--- config.mk ---
export PLATFORM = sky130hd
export DESIGN_NAME = hazard_unit_mc_flat
export DESIGN_NICKNAME = d
export VERILOG_FILES = /design/src/rtl/hazard_unit_mc_if.sv /design/src/rtl/hazard_unit_mc.sv /design/src/flat_wrapper.sv
export SDC_FILE = /design/constraint.sdc
export NUM_CORES = 1
export LEC_CHECK = 0
export ABC_AREA = 1
export BUFFER_PORTS_ARGS = -buffer_cell sky130_fd_sc_hd__buf_4
export CAP_MARGIN = 20
export CELL_PAD_IN_SITES_DETAIL_PLACEMENT = 0
export CELL_PAD_IN_SITES_GLOBAL_PLACEMENT = 1
export CORE_ASPECT_RATIO = 0.75
export CORE_UTILIZATION = 35
export CTS_BUF_LIST = sky130_fd_sc_hd__clkbuf_16
export DETAILED_ROUTE_END_ITERATION = 8
export PLACE_DENSITY = 0.82
export REMOVE_ABC_BUFFERS = 1
export SLEW_MARGIN = 20
export SYNTH_ARGS = -nofsm -noshare
export SYNTH_HDL_FRONTEND = slang
export SYNTH_SLANG_ARGS = --single-unit
--- constraint.sdc ---
create_clock -name clk -period 2.05 [get_ports clk]
set_input_delay 0.1025 -clock clk [delete_from_list [all_inputs] [get_ports clk]]
set_output_delay 0.1025 -clock clk [all_outputs]
set_load 0.05 [all_outputs]
--- src/rtl/hazard_unit_mc_if.sv ---
// Signal bundle between the pipeline registers and the hazard unit.
// The pipeline side drives instruction/register info; the hazard unit drives the control outputs.
interface hazard_unit_mc_if #(
  parameter int REG_ADDR_W = 5,
  parameter int CNT_W      = 16
);
  // Pipeline-side inputs
  logic                  branch_id;
  logic                  pc_src_id;
  logic                  md_start_id;
  logic                  md_use_id;
  logic [REG_ADDR_W-1:0] rs_id;
  logic [REG_ADDR_W-1:0] rt_id;
  logic [REG_ADDR_W-1:0] rs_ex;
  logic [REG_ADDR_W-1:0] rt_ex;
  logic [REG_ADDR_W-1:0] write_reg_ex;
  logic [REG_ADDR_W-1:0] write_reg_mem;
  logic [REG_ADDR_W-1:0] write_reg_wb;
  logic                  mem_to_reg_ex;
  logic                  mem_to_reg_mem;
  logic                  reg_write_ex;
  logic                  reg_write_mem;
  logic                  reg_write_wb;
  logic                  clr_stats;

  // Hazard-unit outputs
  logic                  stall_if;
  logic                  stall_id;
  logic                  flush_ex;
  logic                  flush_id;
  logic                  forward_a_id;
  logic                  forward_b_id;
  logic [1:0]            forward_a_ex;
  logic [1:0]            forward_b_ex;
  logic                  md_busy;
  logic [CNT_W-1:0]      stall_count;

  // Pipeline side: drives instruction info, receives controls.
  modport master (
    output branch_id, pc_src_id, md_start_id, md_use_id,
    output rs_id, rt_id, rs_ex, rt_ex,
    output write_reg_ex, write_reg_mem, write_reg_wb,
    output mem_to_reg_ex, mem_to_reg_mem,
    output reg_write_ex, reg_write_mem, reg_write_wb,
    output clr_stats,
    input  stall_if, stall_id, flush_ex, flush_id,
    input  forward_a_id, forward_b_id, forward_a_ex, forward_b_ex,
    input  md_busy, stall_count
  );

  // Hazard unit side.
  modport slave (
    input  branch_id, pc_src_id, md_start_id, md_use_id,
    input  rs_id, rt_id, rs_ex, rt_ex,
    input  write_reg_ex, write_reg_mem, write_reg_wb,
    input  mem_to_reg_ex, mem_to_reg_mem,
    input  reg_write_ex, reg_write_mem, reg_write_wb,
    input  clr_stats,
    output stall_if, stall_id, flush_ex, flush_id,
    output forward_a_id, forward_b_id, forward_a_ex, forward_b_ex,
    output md_busy, stall_count
  );
endinterface

--- src/rtl/hazard_unit_mc.sv ---
// 5-stage MIPS hazard unit: forwarding selects, stall/flush generation,
// multi-cycle mult/div busy tracking and a saturating stall counter.
module hazard_unit_mc #(
  parameter int REG_ADDR_W = 5,
  parameter int MD_LATENCY = 4,
  parameter bit FWD_ENABLE = 1'b1,
  parameter int CNT_W      = 16
) (
  input  logic              clk,
  input  logic              reset_n,
  hazard_unit_mc_if.slave   hz
);

  localparam logic [7:0]       MD_LOAD = 8'(MD_LATENCY);
  localparam logic [CNT_W-1:0] CNT_MAX = {CNT_W{1'b1}};

  // A destination hits only if it is written and is not r0.
  function automatic logic hit(input logic en,
                               input logic [REG_ADDR_W-1:0] dst,
                               input logic [REG_ADDR_W-1:0] src);
    return en && (dst != '0) && (dst == src);
  endfunction

  logic             mem_hit_rs_ex, mem_hit_rt_ex;
  logic             wb_hit_rs_ex,  wb_hit_rt_ex;
  logic             mem_hit_rs_id, mem_hit_rt_id;
  logic             lw_stall, br_stall, raw_stall, md_stall;
  logic             stall;

  logic [7:0]       md_cnt_q, md_cnt_d;
  logic             md_busy_q;
  logic [CNT_W-1:0] stall_count_q, stall_count_d;

  // ------------------------------------------------------------------
  // Forwarding
  // ------------------------------------------------------------------
  always_comb begin
    mem_hit_rs_ex = hit(hz.reg_write_mem, hz.write_reg_mem, hz.rs_ex);
    mem_hit_rt_ex = hit(hz.reg_write_mem, hz.write_reg_mem, hz.rt_ex);
    wb_hit_rs_ex  = hit(hz.reg_write_wb,  hz.write_reg_wb,  hz.rs_ex);
    wb_hit_rt_ex  = hit(hz.reg_write_wb,  hz.write_reg_wb,  hz.rt_ex);
    mem_hit_rs_id = hit(hz.reg_write_mem, hz.write_reg_mem, hz.rs_id);
    mem_hit_rt_id = hit(hz.reg_write_mem, hz.write_reg_mem, hz.rt_id);
  end

  always_comb begin
    hz.forward_a_ex = 2'b00;
    hz.forward_b_ex = 2'b00;
    hz.forward_a_id = 1'b0;
    hz.forward_b_id = 1'b0;
    if (FWD_ENABLE) begin
      // MEM holds the younger result, so it wins over WB.
      if (mem_hit_rs_ex)     hz.forward_a_ex = 2'b10;
      else if (wb_hit_rs_ex) hz.forward_a_ex = 2'b01;
      if (mem_hit_rt_ex)     hz.forward_b_ex = 2'b10;
      else if (wb_hit_rt_ex) hz.forward_b_ex = 2'b01;
      // The register file writes in the first half-cycle, so ID only needs MEM.
      hz.forward_a_id = mem_hit_rs_id;
      hz.forward_b_id = mem_hit_rt_id;
    end
  end

  // ------------------------------------------------------------------
  // Stall conditions
  // ------------------------------------------------------------------
  always_comb begin
    lw_stall = hit(hz.mem_to_reg_ex, hz.write_reg_ex, hz.rs_id) ||
               hit(hz.mem_to_reg_ex, hz.write_reg_ex, hz.rt_id);

    br_stall = hz.branch_id &&
               (hit(hz.reg_write_ex,   hz.write_reg_ex,  hz.rs_id) ||
                hit(hz.reg_write_ex,   hz.write_reg_ex,  hz.rt_id) ||
                hit(hz.mem_to_reg_mem, hz.write_reg_mem, hz.rs_id) ||
                hit(hz.mem_to_reg_mem, hz.write_reg_mem, hz.rt_id));

    raw_stall = 1'b0;
    if (!FWD_ENABLE) begin
      raw_stall = hit(hz.reg_write_ex, hz.write_reg_ex, hz.rs_id) ||
                  hit(hz.reg_write_ex, hz.write_reg_ex, hz.rt_id) ||
                  mem_hit_rs_id || mem_hit_rt_id;
    end

    // Uses the registered busy flag only, so there is no loop through stall.
    md_stall = md_busy_q && (hz.md_use_id || hz.md_start_id);

    stall = lw_stall || br_stall || raw_stall || md_stall;
  end

  assign hz.stall_if = stall;
  assign hz.stall_id = stall;
  assign hz.flush_ex = stall;
  assign hz.flush_id = hz.pc_src_id && !stall;

  // ------------------------------------------------------------------
  // Mult/div busy tracker and stall statistics
  // ------------------------------------------------------------------
  always_comb begin
    md_cnt_d = md_cnt_q;
    if (hz.md_start_id && !stall) begin
      md_cnt_d = MD_LOAD;
    end else if (md_cnt_q != 8'd0) begin
      md_cnt_d = md_cnt_q - 8'd1;
    end
  end

  always_comb begin
    stall_count_d = stall_count_q;
    if (hz.clr_stats) begin
      stall_count_d = '0;
    end else if (stall && (stall_count_q != CNT_MAX)) begin
      stall_count_d = stall_count_q + 1'b1;
    end
  end

  always_ff @(posedge clk or negedge reset_n) begin
    if (!reset_n) begin
      md_cnt_q      <= 8'd0;
      md_busy_q     <= 1'b0;
      stall_count_q <= '0;
    end else begin
      md_cnt_q      <= md_cnt_d;
      md_busy_q     <= (md_cnt_d != 8'd0);
      stall_count_q <= stall_count_d;
    end
  end

  assign hz.md_busy     = md_busy_q;
  assign hz.stall_count = stall_count_q;

endmodule

--- src/flat_wrapper.sv ---
// flat-port wrapper written by rule: the top's interface ports become plain ports
module hazard_unit_mc_flat 
#(
  parameter int REG_ADDR_W = 5,
  parameter int MD_LATENCY = 4,
  parameter bit FWD_ENABLE = 1'b1,
  parameter int CNT_W      = 16
)
  (clk, reset_n, hz_branch_id, hz_pc_src_id, hz_md_start_id, hz_md_use_id, hz_rs_id, hz_rt_id, hz_rs_ex, hz_rt_ex, hz_write_reg_ex, hz_write_reg_mem, hz_write_reg_wb, hz_mem_to_reg_ex, hz_mem_to_reg_mem, hz_reg_write_ex, hz_reg_write_mem, hz_reg_write_wb, hz_clr_stats, hz_stall_if, hz_stall_id, hz_flush_ex, hz_flush_id, hz_forward_a_id, hz_forward_b_id, hz_forward_a_ex, hz_forward_b_ex, hz_md_busy, hz_stall_count);
  hazard_unit_mc_if #(.REG_ADDR_W(REG_ADDR_W), .CNT_W(CNT_W)) hz_i ();
  input  logic clk;
  input  logic reset_n;
  input wire logic [$bits(hz_i.branch_id)-1:0] hz_branch_id;
  input wire logic [$bits(hz_i.pc_src_id)-1:0] hz_pc_src_id;
  input wire logic [$bits(hz_i.md_start_id)-1:0] hz_md_start_id;
  input wire logic [$bits(hz_i.md_use_id)-1:0] hz_md_use_id;
  input wire logic [$bits(hz_i.rs_id)-1:0] hz_rs_id;
  input wire logic [$bits(hz_i.rt_id)-1:0] hz_rt_id;
  input wire logic [$bits(hz_i.rs_ex)-1:0] hz_rs_ex;
  input wire logic [$bits(hz_i.rt_ex)-1:0] hz_rt_ex;
  input wire logic [$bits(hz_i.write_reg_ex)-1:0] hz_write_reg_ex;
  input wire logic [$bits(hz_i.write_reg_mem)-1:0] hz_write_reg_mem;
  input wire logic [$bits(hz_i.write_reg_wb)-1:0] hz_write_reg_wb;
  input wire logic [$bits(hz_i.mem_to_reg_ex)-1:0] hz_mem_to_reg_ex;
  input wire logic [$bits(hz_i.mem_to_reg_mem)-1:0] hz_mem_to_reg_mem;
  input wire logic [$bits(hz_i.reg_write_ex)-1:0] hz_reg_write_ex;
  input wire logic [$bits(hz_i.reg_write_mem)-1:0] hz_reg_write_mem;
  input wire logic [$bits(hz_i.reg_write_wb)-1:0] hz_reg_write_wb;
  input wire logic [$bits(hz_i.clr_stats)-1:0] hz_clr_stats;
  output wire logic [$bits(hz_i.stall_if)-1:0] hz_stall_if;
  output wire logic [$bits(hz_i.stall_id)-1:0] hz_stall_id;
  output wire logic [$bits(hz_i.flush_ex)-1:0] hz_flush_ex;
  output wire logic [$bits(hz_i.flush_id)-1:0] hz_flush_id;
  output wire logic [$bits(hz_i.forward_a_id)-1:0] hz_forward_a_id;
  output wire logic [$bits(hz_i.forward_b_id)-1:0] hz_forward_b_id;
  output wire logic [$bits(hz_i.forward_a_ex)-1:0] hz_forward_a_ex;
  output wire logic [$bits(hz_i.forward_b_ex)-1:0] hz_forward_b_ex;
  output wire logic [$bits(hz_i.md_busy)-1:0] hz_md_busy;
  output wire logic [$bits(hz_i.stall_count)-1:0] hz_stall_count;
  assign hz_i.branch_id = hz_branch_id;
  assign hz_i.pc_src_id = hz_pc_src_id;
  assign hz_i.md_start_id = hz_md_start_id;
  assign hz_i.md_use_id = hz_md_use_id;
  assign hz_i.rs_id = hz_rs_id;
  assign hz_i.rt_id = hz_rt_id;
  assign hz_i.rs_ex = hz_rs_ex;
  assign hz_i.rt_ex = hz_rt_ex;
  assign hz_i.write_reg_ex = hz_write_reg_ex;
  assign hz_i.write_reg_mem = hz_write_reg_mem;
  assign hz_i.write_reg_wb = hz_write_reg_wb;
  assign hz_i.mem_to_reg_ex = hz_mem_to_reg_ex;
  assign hz_i.mem_to_reg_mem = hz_mem_to_reg_mem;
  assign hz_i.reg_write_ex = hz_reg_write_ex;
  assign hz_i.reg_write_mem = hz_reg_write_mem;
  assign hz_i.reg_write_wb = hz_reg_write_wb;
  assign hz_i.clr_stats = hz_clr_stats;
  assign hz_stall_if = hz_i.stall_if;
  assign hz_stall_id = hz_i.stall_id;
  assign hz_flush_ex = hz_i.flush_ex;
  assign hz_flush_id = hz_i.flush_id;
  assign hz_forward_a_id = hz_i.forward_a_id;
  assign hz_forward_b_id = hz_i.forward_b_id;
  assign hz_forward_a_ex = hz_i.forward_a_ex;
  assign hz_forward_b_ex = hz_i.forward_b_ex;
  assign hz_md_busy = hz_i.md_busy;
  assign hz_stall_count = hz_i.stall_count;
  hazard_unit_mc #(.REG_ADDR_W(REG_ADDR_W), .MD_LATENCY(MD_LATENCY), .FWD_ENABLE(FWD_ENABLE), .CNT_W(CNT_W)) u_core (.clk(clk), .reset_n(reset_n), .hz(hz_i));
endmodule
=== Word level (Yosys, flattened, before mapping) ===
Index checks and enable logic that the tools add are counted.

* Bits in registers: 25
* Output and inout port bits: 27

* Muxes and demuxes: 8
* Reduce and logical (&&, ||, !) cells: 36
* Equality and inequality tests: 9
* $add $sub $neg: 2

{| class="wikitable"
|+ Operators with widths
! operator !! number
|-
| $eq A5 B5 Y1 || 8
|-
| $mux W16 || 2
|-
| $logic_and A1 B1 Y1 || 22
|-
| $add A16 B1 Y16 const B || 1
|-
| $mux W8 || 2
|-
| $ne A16 B16 Y1 const B || 1
|-
| $reduce_bool A8 Y1 || 2
|-
| $reduce_bool A5 Y1 || 3
|-
| $sub A8 B1 Y8 const B || 1
|-
| $logic_or A1 B1 Y1 || 7
|-
| $mux W2 || 2
|-
| $mux W1 || 2
|-
| $reduce_bool A2 Y1 || 1
|-
| $logic_not A1 Y1 || 1
|}

=== Longest topological paths before layout ===
* Depth after elaboration: 13
* Depth in mapped cells: 14

=== Worst setup path before layout ===
OpenSTA, ideal clock, no wires.

* Path kind: reg-to-reg
* Start point: register u_core.stall_count_q[0] (netlist: u_core.hz.stall_count[0])
* End point: register u_core.stall_count_q[3] (netlist: u_core.hz.stall_count[3])
* Path buffers: 1
* Cell stages (with the launch flop): 12
* Slack: -158 ps
* Data required time: 1930 ps
* Data arrival time: 2088 ps
* Path through: dfrtp_1 -> ha_1 -> nand2_1 -> nor2_4 -> nand2_2 -> nor4_2 -> nand3_2 -> nand2_4 -> nand2_4 -> buf_12 -> nand2_1 -> nand2_1

* Longest elaborated chain between the ends: 3

{| class="wikitable"
|+ Ends and longest elaborated chain
! what !! line !! source
|-
| from (decl) || hazard_unit_mc.sv:32 || <nowiki>logic [CNT_W-1:0] stall_count_q, stall_count_d;</nowiki>
|-
| from (signal assigned) || hazard_unit_mc.sv:123 || <nowiki>stall_count_q <= stall_count_d;</nowiki>
|-
| $add A16 B1 Y16 or $ne A16 B16 Y1 (tied branches) || hazard_unit_mc.sv:111, hazard_unit_mc.sv:110 ||
|-
| $mux W16 or $logic_and A1 B1 Y1 (tied branches) || hazard_unit_mc.sv:110 || <nowiki>end else if (stall && (stall_count_q != CNT_MAX)) begin</nowiki>
|-
| $mux W16 or $reduce_bool A2 Y1 (tied branches) || -- ||
|}

Several ways; a longest one is shown, not always the timed one. The select of a mux whose other input is x is not followed.
A chain may end at the register's enable or synchronous reset.

=== Worst setup path after layout ===
* Start point: register u_core.stall_count_q[1] (netlist: u_core.hz.stall_count[1])
* End point: register u_core.stall_count_q[12] (netlist: u_core.hz.stall_count[12])

Same word-level chain as after synthesis.

==> results.md <==
* Terminus of the critical flop-to-flop path: u_core.hz.stall_count[12]
* First-pass GRT wire length at 10.6 mm
* Yosys reg bits at 25
* Worst Hold Path EP: u_core.hz.stall_count[0]
* Area grow syn2layout at 31.6%
* Crit start category: flop
* Worst-Skew Late Latency at roughly 0.26 ns
* Die width at between 90 and 100 um
* Hold path depth at 2
* DRT Pass-1 Iters at 4
* HP Class: in -> reg
* Slowest cell on crit path: dfrtp_1
* Yosys cell types at 32
* Worst hold slack at 0.0771 ns
* Initial Util at 0.361
* Worst Hold Launch: hz_clr_stats
* VDD IR-drop max at 0.536 mV
* Total GRT Usage at 0.198
* # rows at 25
* GRT Residual Overflow at 0
* Transition time of the tightest slew-check pin at 0.469 ns
* Total number of vias at roughly 2,300
* Mux cell area share after synthesis at 0
* Wire per inst at 12.9 um
* Pin count of the biggest net entering global routing at 26
* CTS max path bufs at 2
* Cts bufs inserted at 3
* H-Tree Level Count at 1
* Post-synth ARST share at 1.00
* Drc violations at 0
* Largest area contributor in the netlist: dfrtp_1
* Cell leakage power at 1.51 nW
* FMAX at 531 MHz
* Antenna Nets Post-Route at 0
* Critical Path End Type: flop
* Tmin final at 1.88 ns
* Die H at slightly above 70 um
* Top Family by Delay on Critical Path: simple AND/OR/NAND/NOR gates
* Register area at 626 um2
* CP cell instances: ha_1, nand2_1, nor2_4, nand2_2, nor4_4, nand3_2, nand2_4, nand2_8, inv_2, o21ai_0
* Post-DP HPWL at 5.30 mm
* Tcrit/Tclk final at 0.918
* Drt initial violations at a little over 100
* Clock transition at path regs at 0.06 ns
* Synth Area in Adders at 0.0165
* Required time worst endpoint at 2.20 ns
* Layout cell share with drive strength beyond 1 at 0.248
* Detailed Route WL at between 6 and 7 mm
* Final slew viol count at 0
* Top post-synthesis cells by count: nand2_1, inv_1, nor2_1, dfrtp_1, nand3_1
* Max_slew headroom at 0.685
* Main synth FF type: dfrtp_1
* FILL cells at 646
* Endpoints failing hold at 0
* TritonCTS clock tree: built
* Worst EP arrival at 2.03 ns
* Power Dens Cells at 751 nW/um2
* Vias per cell at about 4.7
* Die footprint at 6820 um2
* Critical path buffer and inverter count at 1
* Largest family of logic cells by synthesized area: simple AND/OR/NAND/NOR gates
* IO Pins at 74
* Count leader, synth: nand2_1
* Clock root buffer: clkbuf_16
* Synth area leaders: dfrtp_1, nand2_1, inv_1
* R2r startpoint: u_core.hz.stall_count[1]
* Post-DP Area at 2880 um2
* Clock skew at 0.00395 ns
* Worst Path Max Fanout at 15
* Worst Setup Path Type: reg -> reg
* Post-route cell area at 2990 um2
* Port bufs at between 70 and 80
* Seq/Total Area, Yosys at 0.275
* Post-synthesis cell count at 338
* Synth warn at 0
* Mapped cell area at 2270 um2
* Synth Area in Simple Gates at 0.370
* Initial antenna violation count at 0
* Clk sinks at 25
* Multi-input logic area at 1400 um2
* CP peak stage delay at 0.39 ns
* Status: finished, final reports clean
* Post-Synth XOR/XNOR Area at 0.147
* RSZ-0062 raised after global routing: false
* R2r worst-path depth at 10
* Gp weighted congestion at about 0.84
* Max Cap Violations at 0
* Vias in the first global route at 2,188
* EDFF count, synth at 0
* Mean Syn Cell Area at 6.72 um2
* Total Power at ~2.2 mW
* Final Setup Violations at 0
* Core region area at between 6000 and 7000 um2
* Nets at 462
* Yosys top cell area share at 0.275
* Worst reg-to-reg setup slack at 0.17 ns
* Synth Area in Compound Gates at 0.0738
* Diode count at 0
metrics by stage:
step           worst slack (ns)  utilization  std cells  setup TNS, ns
3_5_place_dp             0.0978        0.458        487              0
3_3_place_gp              0.175        0.458        487              0
2_1_floorplan            -0.636            -        329          -5.17
6_report                  0.168        0.475        492              0
5_1_grt                  0.0241        0.475        492              0
4_1_cts                  0.0748        0.473        492              0
state kept, by name, summed over array words and instances (netlist names):
signal / flops
u_core.md_cnt_q: 8
u_core.hz.stall_count: 16
u_core.hz.md_busy: 1
area by class of cell:
class,count,area share
timing repair buffer,78,0.197
clock inverter,1,0.00167
multi-input combinational,251,0.467
tap,81,0.0339
sequential,25,0.209
clock buffer,3,0.0251
inverter,53,0.0666
worst max-delay path by stage:
stage,startpoint,slack [ns],to,cells after the start
6_report,u_core.hz.stall_count[1],0.17,u_core.hz.stall_count[12],10
5_1_grt,u_core.hz.stall_count[1],0.02,u_core.hz.stall_count[3],11
4_1_cts,u_core.hz.stall_count[1],0.07,u_core.hz.stall_count[12],10
3_5_place_dp,u_core.hz.stall_count[1],0.1,u_core.hz.stall_count[12],10
3_3_place_gp,u_core.hz.stall_count[1],0.18,u_core.hz.stall_count[12],10
2_1_floorplan,hz_write_reg_mem[0],-0.64,hz_forward_a_ex[0],4
cells by family after synthesis:
family                     count (synthesis)
adders and majority gates                  3
and+or+nand+nor                          185
AOI/OAI and AO/OA                         25
buffers and inverters                     62
DFF                                       25
xor gates and xnor gates                  38
where the power goes:
part	total [mW]	internal [mW]	switching, mW
logic	1.12	0.417	0.707
registers	0.686	0.593	0.0930
clock network	0.434	0.263	0.171
what timing repair did:
action,in CTS,in global routing
hold buffers,1,0
setup buffers,0,0
endpoints found under the hold margin,25,0
endpoints found under the setup margin,0,7
gates resized for setup,0,3
layer usage:
layer  vias up  share of wire  GRT usage  routed length (um)
met5         -              0          0                   0
met4         0         0.0068     0.0253                  43
met3        11          0.065     0.0372                 411
met2        73           0.42      0.296                2670
met1      1006           0.51      0.301                3220
li1       1206              -          -                   -
cells in the final DEF (no fill, tap or decap), types with 7 or more instances in the layout:
master	instances
inv_1	51
nor3_1	15
o21ai_0	9
nand4_1	7
o21ai_2	8
xnor2_1	20
dfrtp_1	25
nand3_1	23
nand2_1	82
nor2_1	45
buf_4	77
xor2_1	18
Power figures use the tool's default switching activity.
